--- src/rtl/bless_eject_reasm.sv ---
// Ejection-side packet reassembler for the bufferless router's local port.
// Collects a head control flit plus BEATS payload beats into one packet and
// queues it in a DEPTH-entry FIFO. The router cannot be stalled, so the
// block never backpressures: a packet arriving with the FIFO full is dropped
// and counted.
//
// Ports:
//   clk, rst    : rising-edge clock, asynchronous active-high reset
//   eject_ci    : port4 control flit; bit CW-1 marks a head
//   eject_di    : port4 data flit; payload beat k arrives k cycles after head
//   pkt_valid   : FIFO head packet available (registered)
//   pkt_ready   : core accepts the head packet
//   pkt_ctrl    : head packet control word (read from storage)
//   pkt_data    : head packet payload, beat 1 in the low DW bits
//   pkt_count   : committed packets in the FIFO
//   drop_cnt    : packets dropped for FIFO full, saturating
//   proto_err   : sticky, head flit seen while payload was expected
//   err_clr     : synchronous clear of drop_cnt and proto_err
module bless_eject_reasm #(
    parameter int unsigned DEPTH = 4,
    parameter int unsigned BEATS = 1,
    parameter int unsigned CW    = 28,
    parameter int unsigned DW    = 128
) (
    input  logic                        clk,
    input  logic                        rst,
    input  logic [CW-1:0]               eject_ci,
    input  logic [DW-1:0]               eject_di,
    output logic                        pkt_valid,
    input  logic                        pkt_ready,
    output logic [CW-1:0]               pkt_ctrl,
    output logic [DW*BEATS-1:0]         pkt_data,
    output logic [$clog2(DEPTH):0]      pkt_count,
    output logic [7:0]                  drop_cnt,
    output logic                        proto_err,
    input  logic                        err_clr
);

    localparam int unsigned AW   = $clog2(DEPTH);
    localparam int unsigned CNTW = AW + 1;
    localparam int unsigned PW   = DW * BEATS;

    typedef enum logic {
        IDLE,
        PAYLOAD
    } state_t;

    state_t            state, state_n;
    logic [1:0]        beat, beat_n;
    logic              keep, keep_n;
    logic [AW-1:0]     tail, head;
    logic [CNTW-1:0]   count_n;

    logic              head_flit;
    logic              start;
    logic              commit;
    logic              proto_set;
    logic              drop_inc;
    logic              wr_beat;
    logic              pop;

    logic [CW-1:0]     ctrl_mem [DEPTH];
    logic [PW-1:0]     data_mem [DEPTH];

    assign head_flit = eject_ci[CW-1];
    assign pop       = pkt_valid & pkt_ready;

    // Packet assembly FSM: next state and per-cycle actions.
    always_comb begin
        state_n   = state;
        beat_n    = beat;
        keep_n    = keep;
        start     = 1'b0;
        commit    = 1'b0;
        proto_set = 1'b0;
        case (state)
            IDLE: begin
                if (head_flit) begin
                    start = 1'b1;
                end
            end
            PAYLOAD: begin
                if (head_flit) begin
                    // Partial packet is abandoned; the new head is taken as-is.
                    proto_set = 1'b1;
                    start     = 1'b1;
                end else if (beat == 2'(BEATS - 1)) begin
                    commit  = keep;
                    state_n = IDLE;
                end else begin
                    beat_n = beat + 2'd1;
                end
            end
            default: state_n = IDLE;
        endcase
        if (start) begin
            // Space is judged on the registered count; a same-edge pop earns no credit.
            keep_n  = pkt_count < CNTW'(DEPTH);
            state_n = PAYLOAD;
            beat_n  = 2'd0;
        end
    end

    assign drop_inc = start & ~keep_n;
    assign wr_beat  = (state == PAYLOAD) & ~head_flit & keep;
    assign count_n  = pkt_count + CNTW'(commit) - CNTW'(pop);

    // FSM, pointers and occupancy.
    always_ff @(posedge clk or posedge rst) begin
        if (rst) begin
            state     <= IDLE;
            beat      <= 2'd0;
            keep      <= 1'b0;
            tail      <= '0;
            head      <= '0;
            pkt_count <= '0;
            pkt_valid <= 1'b0;
        end else begin
            state     <= state_n;
            beat      <= beat_n;
            keep      <= keep_n;
            if (commit) tail <= tail + AW'(1);
            if (pop)    head <= head + AW'(1);
            pkt_count <= count_n;
            pkt_valid <= (count_n != '0);
        end
    end

    // Packet storage; writes land only in the tail slot of a kept packet.
    always_ff @(posedge clk or posedge rst) begin
        if (rst) begin
            for (int unsigned i = 0; i < DEPTH; i++) begin
                ctrl_mem[i] <= '0;
                data_mem[i] <= '0;
            end
        end else begin
            if (start && keep_n) ctrl_mem[tail] <= eject_ci;
            if (wr_beat) data_mem[tail][int'(beat)*DW +: DW] <= eject_di;
        end
    end

    assign pkt_ctrl = ctrl_mem[head];
    assign pkt_data = data_mem[head];

    // Error reporting; clear wins over a same-cycle update.
    always_ff @(posedge clk or posedge rst) begin
        if (rst) begin
            drop_cnt  <= 8'd0;
            proto_err <= 1'b0;
        end else if (err_clr) begin
            drop_cnt  <= 8'd0;
            proto_err <= 1'b0;
        end else begin
            if (drop_inc && drop_cnt != 8'hff) drop_cnt <= drop_cnt + 8'd1;
            if (proto_set) proto_err <= 1'b1;
        end
    end

endmodule
--- config.mk ---
export PLATFORM = sky130hd
export DESIGN_NAME = bless_eject_reasm
export DESIGN_NICKNAME = d
export VERILOG_FILES = /design/src/rtl/bless_eject_reasm.sv
export SDC_FILE = /design/constraint.sdc
export NUM_CORES = 1
export LEC_CHECK = 0
export ABC_AREA = 0
export CAP_MARGIN = 20
export CORE_MARGIN = 2
export CORE_UTILIZATION = 61
export DETAILED_ROUTE_END_ITERATION = 10
export PLACE_DENSITY = 0.85
export REMOVE_ABC_BUFFERS = 1
export SLEW_MARGIN = 20
export SYNTH_ARGS = -nofsm -noshare
export SYNTH_HDL_FRONTEND = slang
export SYNTH_SLANG_ARGS = --single-unit
--- constraint.sdc ---
create_clock -name clk -period 40.1 [get_ports clk]
set_clock_uncertainty 0.05 [all_clocks]
set_input_delay 8.02 -clock clk [delete_from_list [all_inputs] [get_ports clk]]
set_output_delay 8.02 -clock clk [all_outputs]
set_load 0.005 [all_outputs]
Yosys cells after proc, flatten, opt, wreduce, memory -nomap -nowiden. Cells that the tools add are included.

Logic and storage cells: 80. Bits in registers: 645.

Mux-type cells: 30. Reduce and logical (&&, ||, !) cells: 9. Shifts and indexed selects: 2. $lt $le $gt $ge: 4. Bitwise operators: 8. Add/sub/neg operators: 7. Equal/unequal tests: 3.

Operator list (number): $bwmux 512 (1); $mux 128 (3); $bmux 128 s2 (1); $demux 128 s2 (1); $shift 128x34->128 const A (1); $shiftx 128x34->128 (1); $bwmux 112 (1); $mux 28 (3); $bmux 28 s2 (1); $demux 28 s2 (1); $neg 9->34 (1); $mux 8 (2); $mux 1 (12); $add 8x1->8 const B (1); $mux 2 (4); $ne 8x8->1 const B (1); $add 2x1->2 const B (3); $ge 3x3->1 const B (2); $not 2->3 (2); $reduce_bool 2->1 (3); $and 1x1->1 (4); $add 3x1->3 (1); $logic_and 1x1->1 (3); $lt 3x1->1 const B (1); 8 further kinds (9).

Longest topological paths before layout.
Depth after elaboration: 7. Mapped depth: 13. Gate-level depth less buffers: 12.

Worst setup path before layout. OpenSTA, ideal clock, no wires.

Kind: input to register. Start point: in eject_ci[27]. End point: reg pkt_valid. Path slack: 29953 ps. Data arrival time: 9966 ps. Path buffers: 2. Library setup time: 131 ps. Cell stages on the path: 12. Path through: buf_6 -> and4b_1 -> buf_4 -> inv_1 -> ha_1 -> inv_1 -> ha_1 -> inv_1 -> fa_1 -> xnor2_1 -> xnor2_1 -> or3_1.

Word-level cells in the longest chain between the ends: 5.

RTL lines: from (decl) (RTL line 27) `input logic [CW-1:0] eject_ci,`; $mux 1 (RTL line 83) `if (head_flit) begin`; $mux 1 (RTL line 76) `case (state)`; $add 3x1->3 (RTL line 106) `assign count_n = pkt_count + CNTW'(commit) - CNTW'(pop);`; $sub 3x1->3 (RTL line 106); named net count_n[2] (RTL line 52) `logic [CNTW-1:0] count_n;`; $reduce_bool 3->1 (RTL line 125) `pkt_valid <= (count_n != '0);`; to (signal assigned) (RTL line 125); to (decl) (RTL line 29) `output logic pkt_valid,`.

The timed path passes the listed nets, and every way through them passes these cells. A chain may end at the register's enable or synchronous reset.

Final worst setup path.
Start point: reg head[1]. End point: out pkt_data[23].

Word-level cells in the longest chain between the ends: 4.

RTL lines: from (decl) (RTL line 51) `logic [AW-1:0] tail, head;`; from (signal assigned) (RTL line 123) `if (pop) head <= head + AW'(1);`; $not 2->3 (not written as such) (RTL line 143) `assign pkt_data = data_mem[head];`; $bmux 128 s2 (RTL line 143); $mux 128 (not written as such) (2 in series) (RTL line 143); to (decl) (RTL line 32) `output logic [DW*BEATS-1:0] pkt_data,`.

Every way passes these cells. The select of a mux whose other input is x is not followed.

==> impl_metrics.toml <==
[outcome]
status = "complete, no violations"

[timing]
drv_slew = 0
fin_crit_ns = 12.20
timing.final.crit_share_pct = 30.4
setup_viol = 0
rsz0062_at_grt = "no"
hold_viol = 0
fmax_mhz = 81.9
worstMarginPinSlew_ns = 1.08
setup_tns_ns = 0
slew_headroom_pct = 28.3

[clock_tree]
cts_post_setup_buffers_inserted = 0
htreeDepth = 3
cts_resized = 0
hold_buffers = 0
root_buffer = "clkbuf_16"
path_clk_slew_ns = 0.06
numCtsBuffers = 68
cts_tree = "built"
cts_sinks = 645
insertion_delay_ns = 0.58
clk_path_buf_depth = 3

[power_and_ir_drop]
powerDensity_nw_per_um2 = 83.4
power_switching_mw = 0.835
p_leak_nw = 17.0
pwr-share-seq_pct = 37.3
clkPwrFrac_pct = 21.4
intPower_mw = 2.19
ir_drop_mv = 0.0539
switching_share_pct = 27.6
comb_power_share_pct = 41.3

[worst_setup_path]
worst_path_most_repeated_cell = "buf_4"
cp_max_fo = 49
reg2reg_to = "data_mem[384]"
r2r_start = "beat[0]"
cpPeakStageDelay_ns = 0.87
path_cells = "buf_4 -> buf_4 -> mux4_2 -> clkdlybuf4s50_1"
critPathArrivalTime_ns = 4.13
slowest_stage = "buf_4"
crit_family = "buffers and inverters"
ff2ff_setup_slack_ns = 36.52
endpoint_kind = "primary output"
critPathKind = "reg -> out"
startpoint_type = "flip-flop"
ff2ff_path_depth = 6
cp_data_required_time_ns = 32.03
crit_buf_inv = 3

[worst_hold_path]
worst_hold_startpoint = "ctrl_mem[111]"
hold_path_end = "ctrl_mem[111]"
hold_class = "reg -> reg"
hold_path_depth = 1

[die]
die_area_sq_um = 51800
die_y_microns = 228
die_w_microns = 228
fp.coreArea_sq_um = 49200
row_count = 81
io_pins = 329
initial_core_util_pct = 62.1

[placement]
io_buffers = 328
hpwl_microns = 39900
finalWeightedCongestion = 0.775

[route]
avgRoutedWirePerCell_microns = 24.1
vias_per_cell = 5.90
drtIter0Drc = 870
drtAntennaViolNets = 0
firstDrtPassIters = 4
wl_microns = 67100
drc = 0
route.vias.total = 16400

[yosys]
synth_cell_types = 36
avgSynthCellArea_sq_um = 17.3
syn-instance-count = 1761
synth-seq-area-share_pct = 52.9
yosysWarnings = 0
syn_area_sq_um = 30500
ys_ff_latch = 645

[final_layout]
layout_common_cells = "dfrtp_1, mux2_4, clkdlybuf4s50_1"
n_fill_cell = 2877
drive_gt1_share_pct = 43.4
seq_area_sq_um = 16100
fin_util_pct = 73.8
multi_input_area_sq_um = 13500
layout_commonest_cell = "dfrtp_1"
layout.nets = 2230
synthToLayoutAreaGrowth_pct = 18.9

[grt]
grt_usage_pct = 26.9
grt_pass1_wl_microns = 107000
grt_pass1_vias = 18600
grt_overflow = 0
antenna_found_initial = 8
grt_max_degree = 132

[flow_run]
maxCapViolations = 0
==> routing by layer <==
layer  wire length [microns]  GRT usage, %  up-vias
li1                        -             -     7036
met1                   28400          36.6     8894
met2                   33200          43.3      374
met3                    3520          6.34      111
met4                    1810          8.62        6
met5                      44             0        -
==> cells in the mapped netlist (all sizes together) <==
cell       n  area [sq um]
o21bai     1          7.51
nand2     14          72.6
nand4      1          6.26
nor2b      2          12.5
and4b      1          10.0
nor3b      2          15.0
mux2     622          8540
o21ai      3          15.0
clkbuf    23          86.3
fa         1          20.0
a21o       1          7.51
and3       2          12.5
a2111oi    1          8.76
and4       2          17.5
a21oi      4          20.0
xor2       1          8.76
and2     129           807
nand2b     9          56.3
ha         8           100
nor3       1          5.00
mux4     156          3510
mux2i      2          20.0
nor4       3          18.8
nand3      2          10.0
nor2       7          26.3
xnor2      5          43.8
inv       14          52.6
a211oi     2          15.0
buf       95           827
dfrtp    645         16100
or3        2          12.5
==> through the flow <==
stage | instance area [sq um] | setup WS (ns) | hold WS (ns) | cells | power, mW
3_5_place_dp | 33900 | 26.81 | 0.403 | 2655 | 2.38
5_1_grt | 36300 | 27.63 | 0.448 | 2779 | 3.18
4_1_cts | 36200 | 27.41 | 0.419 | 2775 | 3.05
2_1_floorplan | 29600 | 13.96 | 0.379 | 1643 | 1.93
3_3_place_gp | 33900 | 27.04 | 0.393 | 2655 | 2.33
6_report | 36300 | 27.90 | 0.417 | 2781 | 3.03
==> cells by family after synthesis <==
kind of cell / count (synthesis) / share of synthesized area, %
AND/OR/NAND/NOR: 177 / 3.55
buffers and inverters: 132 / 3.17
adder cells (fa/ha/maj): 9 / 0.394
XOR/XNOR: 6 / 0.172
flip-flops: 645 / 52.9
AO/OA/AOI/OAI: 12 / 0.242
multiplexers: 780 / 39.6
==> power groups by stage <==
stage	sequential (mW)	combinational [mW]	clock, mW
final	1.13	1.25	0.647
after global routing	1.16	1.33	0.687
after CTS	1.13	1.26	0.659
after detailed placement	1.13	1.25	0
after global placement	1.10	1.23	0
after floorplan	1.12	0.814	0
==> worst max-delay path by stage <==
stage | startpoint | endpoint | slack [ns] | cells after the start
after global placement | rst | data_mem[413] | 27.04 | 6
after detailed placement | rst | data_mem[413] | 26.81 | 6
after floorplan | rst | asynchronous set/reset pin | 13.96 | 1
after CTS | rst | data_mem[157] | 27.41 | 6
after global routing | head[1] | pkt_data[20] | 27.63 | 4
final | head[1] | pkt_data[23] | 27.90 | 4
==> cell type report <==
class / instances / area share (%)
multi-input cells: 984 / 37.1
flip-flops and latches: 645 / 44.5
diodes: 6 / 0.0414
clock inverters: 21 / 0.724
inverters: 14 / 0.166
clock buffers: 99 / 5.64
repair buffers: 348 / 9.51
well taps: 664 / 2.29
==> flip-flops by register name (all words and copies together) (netlist names), named ones only <==
| signal | flops |
|---|---|
| data_mem | 512 |
| ctrl_mem | 112 |
| drop_cnt | 8 |
| pkt_count | 3 |
| beat | 2 |
| head | 2 |
| tail | 2 |
| pkt_valid | 1 |
| proto_err | 1 |
| state | 1 |
Power figures use the tool's default switching activity.
